--- config.mk ---
export PLATFORM = sky130hd
export DESIGN_NAME = alu_seq
export DESIGN_NICKNAME = d
export VERILOG_FILES = /design/src/rtl/alu_pkg.sv /design/src/rtl/alu_seq_fifo.sv /design/src/rtl/alu_seq.sv
export SDC_FILE = /design/constraint.sdc
export NUM_CORES = 1
export LEC_CHECK = 0
export CAP_MARGIN = 15
export CORE_UTILIZATION = 48
export DETAILED_ROUTE_END_ITERATION = 12
export GPL_ROUTABILITY_DRIVEN = 0
export MAX_ROUTING_LAYER = met4
export PLACE_DENSITY = 0.73
export SLEW_MARGIN = 25
export SYNTH_ARGS = -nofsm -noshare
export SYNTH_HDL_FRONTEND = slang
export SYNTH_SLANG_ARGS = --single-unit
--- constraint.sdc ---
create_clock -name clk -period 2.1 [get_ports clk]
set_input_delay 0.63 -clock clk [delete_from_list [all_inputs] [get_ports clk]]
set_output_delay 0.63 -clock clk [all_outputs]
set_load 0.02 [all_outputs]
--- src/rtl/alu_pkg.sv ---
// Shared definitions for the ALU sequencer slice.
//   DW          : ALU data width
//   OP_*        : 3-bit ALU opcodes
//   seq_state_t : sequencer FSM encoding (IDLE/EXEC/WB)
//   seq_op_t    : one buffered operation, {op, data}
package alu_pkg;

   localparam int DW  = 8;
   localparam int OPW = 3;

   localparam logic [OPW-1:0] OP_PASS = 3'b000;   // accum unchanged
   localparam logic [OPW-1:0] OP_ADD  = 3'b001;
   localparam logic [OPW-1:0] OP_SUB  = 3'b010;   // accum - data
   localparam logic [OPW-1:0] OP_AND  = 3'b011;
   localparam logic [OPW-1:0] OP_OR   = 3'b100;
   localparam logic [OPW-1:0] OP_XOR  = 3'b101;
   localparam logic [OPW-1:0] OP_LOAD = 3'b110;   // accum <= data
   localparam logic [OPW-1:0] OP_NOT  = 3'b111;   // ~accum

   typedef enum logic [1:0] {
      ST_IDLE = 2'd0,
      ST_EXEC = 2'd1,
      ST_WB   = 2'd2
   } seq_state_t;

   typedef struct packed {
      logic [OPW-1:0] op;
      logic [DW-1:0]  data;
   } seq_op_t;

endpackage

--- src/rtl/alu_seq_fifo.sv ---
// Synchronous FIFO holding pending ALU operations.
//   clk, rst      : clock, async active-high reset (pointers/count only)
//   push, pop     : write / read strobes; ignored when full / empty
//   wr_data       : entry to write
//   rd_data       : head entry (valid while !empty)
//   full, empty   : occupancy flags
//   count         : number of stored entries, AW+1 bits
module alu_seq_fifo #(
   parameter int DEPTH = 4,
   parameter int AW    = 2,
   parameter int W     = 11
) (
   input  logic          clk,
   input  logic          rst,
   input  logic          push,
   input  logic          pop,
   input  logic [W-1:0]  wr_data,
   output logic [W-1:0]  rd_data,
   output logic          full,
   output logic          empty,
   output logic [AW:0]   count
);

   localparam logic [AW:0] FULL_CNT = (AW+1)'(DEPTH);

   logic [W-1:0]  mem [DEPTH];
   logic [AW-1:0] wr_ptr;
   logic [AW-1:0] rd_ptr;
   logic          push_ok;
   logic          pop_ok;

   assign full    = (count == FULL_CNT);
   assign empty   = (count == '0);
   assign push_ok = push && !full;
   assign pop_ok  = pop && !empty;
   assign rd_data = mem[rd_ptr];

   // Storage carries no reset; entries are only read once written.
   always_ff @(posedge clk) begin
      if (push_ok)
         mem[wr_ptr] <= wr_data;
   end

   // Pointers wrap naturally at DEPTH since DEPTH == 2**AW.
   always_ff @(posedge clk or posedge rst) begin
      if (rst) begin
         wr_ptr <= '0;
         rd_ptr <= '0;
         count  <= '0;
      end else begin
         if (push_ok)
            wr_ptr <= wr_ptr + 1'b1;
         if (pop_ok)
            rd_ptr <= rd_ptr + 1'b1;
         unique case ({push_ok, pop_ok})
            2'b10:   count <= count + 1'b1;
            2'b01:   count <= count - 1'b1;
            default: count <= count;
         endcase
      end
   end

endmodule

--- src/rtl/alu_seq.sv ---
// Sequencer in front of the 8-bit ALU: buffers operations, presents
// opcode/data/accum to the ALU from registers and captures alu_out
// back into the accumulator.
//   clk, rst            : clock, async active-high reset
//   in_valid/in_ready   : operation handshake (in_op, in_data)
//   acc_clr             : synchronous accumulator clear, beats capture
//   opcode, data, accum : registered ALU inputs
//   alu_out             : combinational ALU result
//   res_valid           : one-cycle pulse, accum just updated
//   busy                : work pending or in flight
//   op_count            : completed-op counter, saturating (only with
//                         ALU_SEQ_OPCNT_EN defined)
//
// state | meaning
// IDLE  | nothing in flight; pop head when FIFO non-empty
// EXEC  | ALU inputs stable; capture alu_out on the next edge
// WB    | res_valid high; pop next op or return to IDLE
module alu_seq
   import alu_pkg::*;
#(
   parameter int DEPTH = 4,
   parameter int AW    = 2
) (
   input  logic           clk,
   input  logic           rst,
   input  logic           in_valid,
   output logic           in_ready,
   input  logic [OPW-1:0] in_op,
   input  logic [DW-1:0]  in_data,
   input  logic           acc_clr,
   output logic [OPW-1:0] opcode,
   output logic [DW-1:0]  data,
   output logic [DW-1:0]  accum,
   input  logic [DW-1:0]  alu_out,
   output logic           res_valid,
   output logic           busy
`ifdef ALU_SEQ_OPCNT_EN
   ,
   output logic [15:0]    op_count
`endif
);

   seq_state_t state;
   seq_op_t    head;
   seq_op_t    entry;
   logic       fifo_full;
   logic       fifo_empty;
   logic [AW:0] fifo_count;
   logic       push;
   logic       pop;

   assign entry    = '{op: in_op, data: in_data};
   assign in_ready = !fifo_full;
   assign push     = in_valid && in_ready;
   // Pop only from IDLE or WB; a push landing this edge is not visible
   // until the next cycle because empty is count-based.
   assign pop      = !fifo_empty && ((state == ST_IDLE) || (state == ST_WB));
   assign busy     = (fifo_count != '0) || (state != ST_IDLE);

   alu_seq_fifo #(
      .DEPTH (DEPTH),
      .AW    (AW),
      .W     ($bits(seq_op_t))
   ) u_fifo (
      .clk     (clk),
      .rst     (rst),
      .push    (push),
      .pop     (pop),
      .wr_data (entry),
      .rd_data (head),
      .full    (fifo_full),
      .empty   (fifo_empty),
      .count   (fifo_count)
   );

   always_ff @(posedge clk or posedge rst) begin
      if (rst) begin
         state     <= ST_IDLE;
         opcode    <= '0;
         data      <= '0;
         accum     <= '0;
         res_valid <= 1'b0;
      end else begin
         res_valid <= 1'b0;

         if (acc_clr)
            accum <= '0;
         else if (state == ST_EXEC)
            accum <= alu_out;

         unique case (state)
            ST_IDLE, ST_WB: begin
               if (pop) begin
                  opcode <= head.op;
                  data   <= head.data;
                  state  <= ST_EXEC;
               end else begin
                  state  <= ST_IDLE;
               end
            end
            ST_EXEC: begin
               state     <= ST_WB;
               res_valid <= 1'b1;
            end
            default: state <= ST_IDLE;
         endcase
      end
   end

`ifdef ALU_SEQ_OPCNT_EN
   always_ff @(posedge clk or posedge rst) begin
      if (rst)
         op_count <= '0;
      else if ((state == ST_WB) && (op_count != 16'hFFFF))
         op_count <= op_count + 1'b1;
   end
`endif

endmodule

-- Word level (Yosys, flattened, before mapping)
Memories as Yosys holds them, arrays and structs flattened. A register that Yosys moved wholly into a read port is not among the register bits.
Cells that the tools add are included.
- add/sub/neg operators: 4
- equality and inequality tests: 5
- mux-type cells: 8
- reduce and logical (&&, ||, !) cells: 16
- operators with widths (operator ; number):
    $mux W8 ; 2
    $pmux W3 S2 ; 1
    $reduce_bool A2 Y1 ; 3
    $add A2 B1 Y2 const B ; 2
    $eq A2 B1 Y1 const B ; 2
    $eq A2 B2 Y1 const B ; 2
    $logic_and A1 B1 Y1 ; 4
    $mux W1 ; 4
    $pmux W2 S2 ; 1
    $add A3 B1 Y3 const B ; 1
    $eq A3 B3 Y1 const B ; 1
    $logic_not A3 Y1 ; 1
    $reduce_bool A3 Y1 ; 1
    $sub A3 B1 Y3 const B ; 1
    $logic_not A1 Y1 ; 2
    $logic_not A2 Y1 ; 1
    $logic_or A1 B1 Y1 ; 2
    $reduce_and A2 Y1 ; 1
    $reduce_or A2 Y1 ; 1
- register bits: 18
- bits in writable memories: 44
- output and inout port bits: 22
- memories kept: 1
- memories (memory ; depth ; width ; rd ports ; clocked after memory_dff ; wr ports ; RTL line ; source):
    u_fifo.mem ; 4 ; 11 ; 1 ; 1 ; 1 ; alu_seq_fifo.sv:26 ; logic [W-1:0] mem [DEPTH];

-- Depth between registers and ports, before layout
Gate-level depths: netlist of run 1.
- depth after elaboration: 6
- mapped depth: 9
- mapped depth without buffers: 9

-- Modules after synthesis
From an unflattened synthesis of run 1, not the netlist that was laid out.
- cell total of the unflattened synthesis: 164
- area total of the unflattened synthesis: 2932.8 um^2
- by module, submodules not included (module ; times used ; cells an instance ; area each (um^2)):
    alu_seq_fifo ; 1 ; 95 ; 2035.7
    alu_seq ; 1 ; 69 ; 897.1

-- Least setup slack after synthesis of run 1
OpenSTA, ideal clock, no wires.
- path type: register to register
- from: register u_fifo.count[0]
- to: register u_fifo.count[2]
- setup time: 0.079 ns
- arrival: 2.066 ns
- slack: -0.045 ns
- cell stages (with the launch flop): 10
- buffers on the path: 0
- period minus slack after synthesis: 2.145 ns
- cells stage by stage: dfrtp_1 -> or3b_4 -> and2_4 -> inv_1 -> ha_1 -> inv_1 -> fa_1 -> xor2_1 -> nor2_1 -> xor2_1
- word-level cells in the longest chain between the ends: 6
- elaborated cells between the ends (all ways): 14
- those cells by class: 2 x add/sub; 3 x eq/ne; 1 x mux; 8 x reduce/logical
- ends and longest elaborated chain (item ; RTL line ; source):
    from (decl) ; alu_seq_fifo.sv:21 ; output logic [AW:0] count
    from (signal assigned) ; alu_seq_fifo.sv:56 ; 2'b10: count <= count + 1'b1;
    from (signal assigned) ; alu_seq_fifo.sv:57 ; 2'b01: count <= count - 1'b1;
    from (signal assigned) ; alu_seq_fifo.sv:58 ; default: count <= count;
    $eq A3 B3 Y1 * ; alu_seq_fifo.sv:32 ; assign full = (count == FULL_CNT);
    $logic_not A1 Y1 * ; alu_seq.sv:53 ; assign in_ready = !fifo_full;
    named net in_ready ; alu_seq.sv:27 ; output logic in_ready,
    $logic_and A1 B1 Y1 ; alu_seq.sv:54 ; assign push = in_valid && in_ready;
    $logic_and A1 B1 Y1 * ; alu_seq_fifo.sv:34 ; assign push_ok = push && !full;
    $eq A2 B1 Y1 / $eq A2 B2 Y1 (equally long branches) ; alu_seq_fifo.sv:55 ; unique case ({push_ok, pop_ok})
    $pmux W3 S2 / $reduce_bool A2 Y1 (equally long branches) ; - ;
Mark *: on every way through the listed nets, which the timed path passes. The rest lies on a longest branch.
A chain may end at the register's enable or synchronous reset.

-- Worst setup path in the final report of run 1
- from: register u_fifo.count[1]
- to: register u_fifo.count[2]
- word-level cells in the longest chain between the ends: 6
- elaborated cells between the ends (all ways): 14
- those cells by class: 2 x add/sub; 3 x eq/ne; 1 x mux; 8 x reduce/logical
- ends and longest elaborated chain (item ; RTL line):
    $eq A3 B3 Y1 / $logic_not A3 Y1 (equally long branches) ; alu_seq_fifo.sv:32, alu_seq_fifo.sv:33
    $logic_not A1 Y1, on equally long branches ; -
    $logic_and A1 B1 Y1, on equally long branches ; alu_seq.sv:54, alu_seq.sv:57
    $logic_and A1 B1 Y1, on equally long branches ; alu_seq_fifo.sv:34, alu_seq_fifo.sv:35
    $eq A2 B1 Y1 / $eq A2 B2 Y1 (equally long branches) ; alu_seq_fifo.sv:55
    $pmux W3 S2 / $reduce_bool A2 Y1 (equally long branches) ; -
Several ways; a longest one is shown, not always the timed one.

==> parameters.txt, run 1 <==
Parameter                              Value

Yosys
  Synthesis Warnings    0
  Adder and majority cell fraction of the synthesized area    2.91%
  Share of synthesized area spent on multiplexers    between 10% and 20%
  Synth cell types    26
  Compound-Gate Fraction of Synth Area    about 1.4%
  Share of the synthesized area in the top cell type    a little under half
  Largest cells by area after synthesis    edfxtp_1 46%, dfrtp_1 25%, mux4_2 6.3%
  Synthesized-area fraction occupied by and/or/nand/nor cells    under 10%
  Post-synth net total    between 150 and 200
  Avg Inst Size Synth    roughly 18 um^2
  Cells after synthesis    158
  Sequential share of the synthesized area    71.2%
  Xor and xnor fraction of the mapped netlist area    under 10%
  Synth Register Bits    72
  Largest family of logic cells by synthesized area    multiplexers
  Syn Std Cell Area    approximately 2800 um^2
  Library cell occupying the most area in the post-synthesis netlist    edfxtp_1

Hold path
  Path class of the lowest-slack min-delay path    reg2reg

Clocking
  TritonCTS clock tree    yes
  H-tree levels    3
  Latest clock arrival within the worst-skew pair    about 0.33 ns
  Bufs on Longest Clock Path    2
  Clock Tree Root    clkbuf_8
  Clock sink count    72
  Clock slew seen by the registers of the worst setup and hold paths    around 0.07 ns
  Hold buffers post-CTS    0
  Number of buffers added by the clock tree synthesis step    9

Run status
  Violations in the final reports    setup timing
  Status    finished with violations

Worst setup path
  Setup slack, reg-to-reg    -0.008 ns
  R2r endpoint    u_fifo.count[2]
  Worst setup path start    u_fifo.count[1]
  End point of the critical path    u_fifo.count[2]
  Critical path required time    about 2.4 ns
  Crit path arrival time    2.36 ns
  Highest cell delay on the worst timing path    around 0.42 ns
  Depth of the worst register-to-register path    9
  Critical Path Source Type    register
  Ordered list of cells on the worst path    or3b_4, and2_4, inv_2, ha_4, inv_2, fa_2, xor2_1, nor2_1, xor2_1
  Largest fanout of any net on the critical path    4
  Category of the critical setup timing path    reg2reg
  Kind of end point of the critical path    register
  Startpoint of the lowest-slack register-to-register path    u_fifo.count[1]
  Crit-path slowest cell    or3b_4

Layout
  Fin nets    256
  Synthesis-to-layout area growth    32.0%
  # diodes    0
  Final core area utilization    between 60% and 70%
  FILL cells    about 400
  Fraction of layout cells with a size suffix above 1    about a quarter
  Fin area    between 3000 and 4000 um^2
  Non-filler cells in the finished layout    between 300 and 400

Detailed routing
  Routed wire length    5.00 mm
  Initial drt markers    between 40 and 50
  Ratio of routed vias to standard cells    5.05
  Vias after detailed routing    1534
  Final routed DRC violation total    0
  Number of nets with antenna violations after detailed routing    0
  First-pass DRT Iterations    4
  Mean routed wirelength per cell    roughly 16 um

Global routing
  Number of global-route vias before repair    about 1700
  All-layer global routing usage    18.1%
  Number of antenna violations at the first check in global routing    0
  Residual overflow from global routing    0
  Global-route wire length before repair    ~8 mm
  Largest net degree at the start of global routing    29

Floorplanning
  Area enclosed by the die boundary    roughly 6200 um^2
  # rows    27
  Die Span X    78.9 um
  Core ar.    about 5600 um^2
  I/O pin total    between 40 and 50
  Vertical die dimension    approximately 80 um
  Initial Util    just over 50%

Power
  Power after layout    roughly 0.0056 W
  Peak supply drop    between 0.8 and 0.9 mV
  Power per cell area    around 1500 nW/um^2
  Leakage power    between 1 and 1.5 nW

Place
  Post-place instance area    approximately 3500 um^2
  Post-detail-place hpwl    3.37 mm
  Number of cells after detailed placement    between 200 and 300
  Number of port buffers    44

Timing
  Worst-case clock skew    0.00698 ns
  Hold Slack    about 0.51 ns
  Time the final worst path needs with I/O delays and setup    roughly 2.1 ns
  Setup repair after global routing missed its margin    yes
  Period utilisation layout    100%
  Number of failing hold endpoints at the final stage    0
  Final Worst Setup Slack    -0.00830 ns
  Final setup viols    1
  Top achievable clock speed    about 470 MHz
  Slew at the pin closest to its max-slew limit    ~0.57 ns
  Max transition margin    62.0%
  Final Max Tran Viols    0

Run
  Total of max-cap violations    0
==> through the flow <==
stage / setup TNS [ns] / worst slack [ns]
finish: -0.00830 / -0.00830
global placement: -0.226 / -0.180
floorplan: 0 / 0.0212
detailed placement: -0.365 / -0.282
global route: -0.0749 / -0.0486
CTS: 0 / 0.00112
==> metal layers <==
layer / vias up / track usage (%) / wire length (um)
met4: 0 / 7.64 / 65
met5: - / - / 0
met1: 764 / 18.9 / 2000
met3: 5 / 4.48 / 212
met2: 46 / 32.5 / 2720
li1: 719 / - / -
==> worst min-delay path by stage <==
| stage | start | end | slack (ns) | depth (start not counted) |
|---|---|---|---|---|
| after floorplan | u_fifo.count[2] | u_fifo.count[2] | 0.47 | 1 |
| after global placement | data[2] | data[2] | 0.49 | 1 |
| after detailed placement | data[7] | data[7] | 0.50 | 1 |
| after CTS | data[7] | data[7] | 0.52 | 1 |
| after global routing | data[7] | data[7] | 0.53 | 1 |
| final | data[7] | data[7] | 0.51 | 1 |
==> area by class of cell <==
type | instances | area (um^2) | area share, %
multi-input combinational | 73 | 772 | 20.6
inverter | 8 | 30.0 | 0.801
clock buffer | 14 | 174 | 4.64
timing repair buffer | 63 | 628 | 16.7
tap | 72 | 90.1 | 2.40
clock inverter | 2 | 35.0 | 0.934
sequential | 72 | 2020 | 53.9
==> registers in the layout, summed over array words and instances, names as in the netlist <==
signal / flops
accum: 8
u_fifo.count: 3
res_valid: 1
opcode: 3
state: 1
u_fifo.rd_ptr: 2
u_fifo.mem: 44
u_fifo.wr_ptr: 2
data: 8
==> power breakdown <==
group | switching, W | internal [W] | total, W
clock network | 0.000463 | 0.000653 | 0.00112
registers | 0.000249 | 0.00195 | 0.00220
logic | 0.000980 | 0.00126 | 0.00224
==> repair_timing <==
| action | 4_1_cts | 5_1_grt |
|---|---|---|
| pin swaps | 3 | 6 |
| hold endpoints to repair | 0 | 0 |
| buffers inserted | 4 | 2 |
| setup endpoints to repair | 3 | 3 |
| resized for setup | 5 | 4 |
==> critical path: cells and delay by family, from the launching register on <==
family / cells / cell delay [ns]
fa+ha+maj: 2 / 0.47
simple gates: 3 / 0.74
buf+inv: 2 / 0.10
flops: 1 / 0.39
xor+xnor: 2 / 0.33
==> kinds of logic (layout without fill, tap and decap cells) <==
| kind of cell | count (synthesis) | in the layout |
|---|---|---|
| simple gates | 29 | 29 |
| fa+ha+maj | 6 | 6 |
| flops | 72 | 72 |
| mux | 24 | 24 |
| buf+inv | 13 | 87 |
| compound gates | 8 | 8 |
| xor+xnor | 6 | 6 |
==> synth_stat cells <==
cell type,instances
ha_1,5
and2_4,1
nor2_1,3
nand2_1,17
inv_1,7
buf_1,1
mux4_1,3
buf_4,1
and3_1,4
edfxtp_1,44
nand2b_1,1
nor3_2,1
mux2i_1,1
nor3b_1,1
a21oi_1,8
xnor2_1,2
buf_2,2
mux2_2,3
clkinv_1,1
xor2_1,4
dfrtp_1,28
buf_6,1
mux2_4,9
mux4_2,8
fa_1,1
or3b_4,1
==> cells in the final DEF (no fill, tap or decap), drive strengths merged <==
master,instances
xor2,4
bufinv,1
mux2,12
nor2,3
a21oi,8
ha,5
nor3b,1
xnor2,2
buf,20
inv,7
fa,1
and2,1
mux4,11
or3b,1
mux2i,1
nand2b,1
edfxtp,44
clkinv,2
nor3,1
nand2,17
clkdlybuf4s50,42
dfrtp,28
and3,4
clkdlybuf4s15,1
clkbuf,14
No activity file was read; power rests on OpenSTA's default activity.
==> run 2, diff against run 1 <==
--- a/config.mk
+++ b/config.mk
@@ -5,12 +5,11 @@
 export SDC_FILE = /design/constraint.sdc
 export NUM_CORES = 1
 export LEC_CHECK = 0
-export CAP_MARGIN = 15
 export CORE_UTILIZATION = 48
 export DETAILED_ROUTE_END_ITERATION = 12
 export GPL_ROUTABILITY_DRIVEN = 0
 export MAX_ROUTING_LAYER = met4
-export PLACE_DENSITY = 0.73
+export PLACE_DENSITY = 0.72
 export SLEW_MARGIN = 25
 export SYNTH_ARGS = -nofsm -noshare
 export SYNTH_HDL_FRONTEND = slang
==> run 2 against run 1 <==
  * The run now ends clean
  * Cell area fell by 0.37%
  * Clock skew increased by 0.00086 ns
  * Sequential power about the same
  * Core utilization down 0.25 points
  * Global-route usage decreased by 0.30 points
  * Largest power group is now sequential cells
  * Clock power about the same
  * Highest routed layer unchanged
  * Largest cell class unchanged
  * First-iteration DRC count increased by 4.7%
  * Sequential cell count unchanged
  * Via count is 0.39% lower
==> parameters.txt, run 2 (synthesized netlist as in run 1, its figures left out) <==
Parameter                              Value

Timing
  Top achievable clock speed    between 400 and 500 MHz
  Time the final worst path needs with I/O delays and setup    ~2.0 ns
  Worst-case clock skew    roughly 0.008 ns
  Fin Setup TNS    0 ns
  Final setup viols    0
  Final Max Tran Viols    0
  Period utilisation layout    between 90 and 100%
  Number of failing hold endpoints at the final stage    0
  Hold Slack    about 0.51 ns
  Max transition margin    64.3%
  Slew at the pin closest to its max-slew limit    ~0.54 ns
  Setup repair after global routing missed its margin    yes

Layout
  # diodes    0
  Final core area utilization    between 60% and 70%
  Footprint of the flip-flops and latches    2020 um^2
  Fraction of layout cells with a size suffix above 1    about a quarter
  Area occupied by multi-input gates    ~770 um^2
  Fin nets    roughly 250
  Max FFs per register    44
  Non-filler cells in the finished layout    301
  Most common cell after layout, fill and taps aside    edfxtp_1
  Highest-count cells in the layout ignoring fill and taps    44 x edfxtp_1, 42 x clkdlybuf4s50_1, 28 x dfrtp_1
  Synthesis-to-layout area growth    31.5%
  Most flop-heavy register    u_fifo.mem
  Leading registers by flop count    u_fifo.mem (44), accum (8), data (8)
  FILL cells    396

Power
  Clock network fraction of design power    20.5%
  Leakage power    about 1.5 nW
  Power after layout    0.00550 W
  Peak supply drop    a little over 0.7 mV
  Proportion of total power due to net switching    a little under a third
  Power per cell area    between 1000 and 1500 nW/um^2
  Internal Dissipation    0.00382 W
  Sequential Power Share    40.0%
  Gate power share    roughly two fifths
  Net switching power of the design    0.00168 W

Detailed routing
  Final routed DRC violation total    0
  Routed wire length    4.78 mm
  Mean routed wirelength per cell    15.9 um
  Vias after detailed routing    between 1500 and 2000
  Ratio of routed vias to standard cells    5.08
  Number of nets with antenna violations after detailed routing    0
  Initial drt markers    between 40 and 50
  First-pass DRT Iterations    4

Clocking
  Clock Tree Root    clkbuf_8
  Clock slew seen by the registers of the worst setup and hold paths    about 0.070 ns
  TritonCTS clock tree    yes
  Bufs on Longest Clock Path    2
  Hold buffers post-CTS    0
  H-tree levels    3
  Latest clock arrival within the worst-skew pair    roughly 0.33 ns
  Clock sink count    72
  Number of buffers added by the clock tree synthesis step    9

Floorplanning
  Initial Util    approximately half
  Die Span X    approximately 79 um
  Core ar.    about 5600 um^2
  Area enclosed by the die boundary    approximately 6200 um^2
  Vertical die dimension    just under 80 um
  I/O pin total    45
  # rows    27

Place
  Number of port buffers    44
  Number of cells after detailed placement    approximately 280
  Post-detail-place hpwl    approximately 3.3 mm

Worst setup path
  Largest fanout of any net on the critical path    3
  Crit path arrival time    about 2.3 ns
  Critical path required time    approximately 2.4 ns
  Critical Path Source Type    register
  Category of the critical setup timing path    reg2reg
  Kind of end point of the critical path    register

Global routing
  Global-route wire length before repair    between 7 and 8 mm
  Residual overflow from global routing    0
  Largest net degree at the start of global routing    29
  Number of global-route vias before repair    between 1500 and 2000
  Number of antenna violations at the first check in global routing    0
  All-layer global routing usage    roughly 18%

Run status
  Status    finished, final reports clean

Hold path
  Path class of the lowest-slack min-delay path    reg2reg

Run
  Total of max-cap violations    0
[run 2: cell types whose count changed in the layout (fill, tap and decap cells not counted), sizes merged]
cell | before | now
clkbuf | 14 | 13
clkinv | 2 | 3
clkinvlp | 0 | 1
buf | 20 | 16
[run 2: area by class of cell]
type                            count  share of cell area, %
Multi-Input combinational cell     73                   20.7
Clock buffer                       12                   4.42
Sequential cell                    72                   54.1
Tap cell                           72                   2.41
Clock inverter                      4                   1.37
Timing Repair Buffer               60                   16.2
Inverter                            8                  0.803
[run 2: stage by stage]
step	instance area [um^2]	setup slack [ns]
finish	3740	0.0622
global route	3740	-0.0180
global placement	3490	-0.179
detailed placement	3490	-0.250
floorplan	2850	0.0212
CTS	3720	0.00954
[run 2: metal layers]
metal,global-route usage [%],vias to the layer above,share of wire [%]
li1,-,709,-
met1,19.0,758,40
met2,30.9,55,53
met3,4.25,6,5.9
met4,9.27,0,1.1
met5,-,-,0
[run 2: worst paths after layout]
kind	endpoint	start	slack [ns]	cells after the start
max	u_fifo.count[2]	u_fifo.count[0]	0.06	9
min	opcode[1]	opcode[1]	0.51	1
max reg2reg	u_fifo.count[2]	u_fifo.count[0]	0.06	9
min reg2reg	opcode[1]	opcode[1]	0.51	1
max in group asynchronous	opcode[1]	rst	1.16	3
min in group asynchronous	data[3]	rst	0.67	3
[run 2: power by group through the flow]
stage	Clock [W]	Combinational (W)	Sequential, W
after floorplan	0	0.00121	0.00233
after global placement	0	0.00205	0.00221
after detailed placement	0	0.00214	0.00223
after CTS	0.00116	0.00217	0.00220
after global routing	0.00121	0.00236	0.00224
final	0.00113	0.00217	0.00220
[run 2: critical path, cell delays in order (launching register included)]
cell and delay, ns:
dfrtp_1 0.41, or3b_4 0.40, and2_4 0.17, inv_2 0.06, ha_4 0.12, inv_2 0.04, fa_2 0.34, xor2_1 0.14
nor2_1 0.12, xor2_1 0.15
[run 2: repair_timing]
item | in CTS | in global routing
setup endpoints to repair | 3 | 2
pin swaps | 2 | 6
resized for setup | 5 | 4
cloned | 0 | 0
setup buffers | 2 | 1
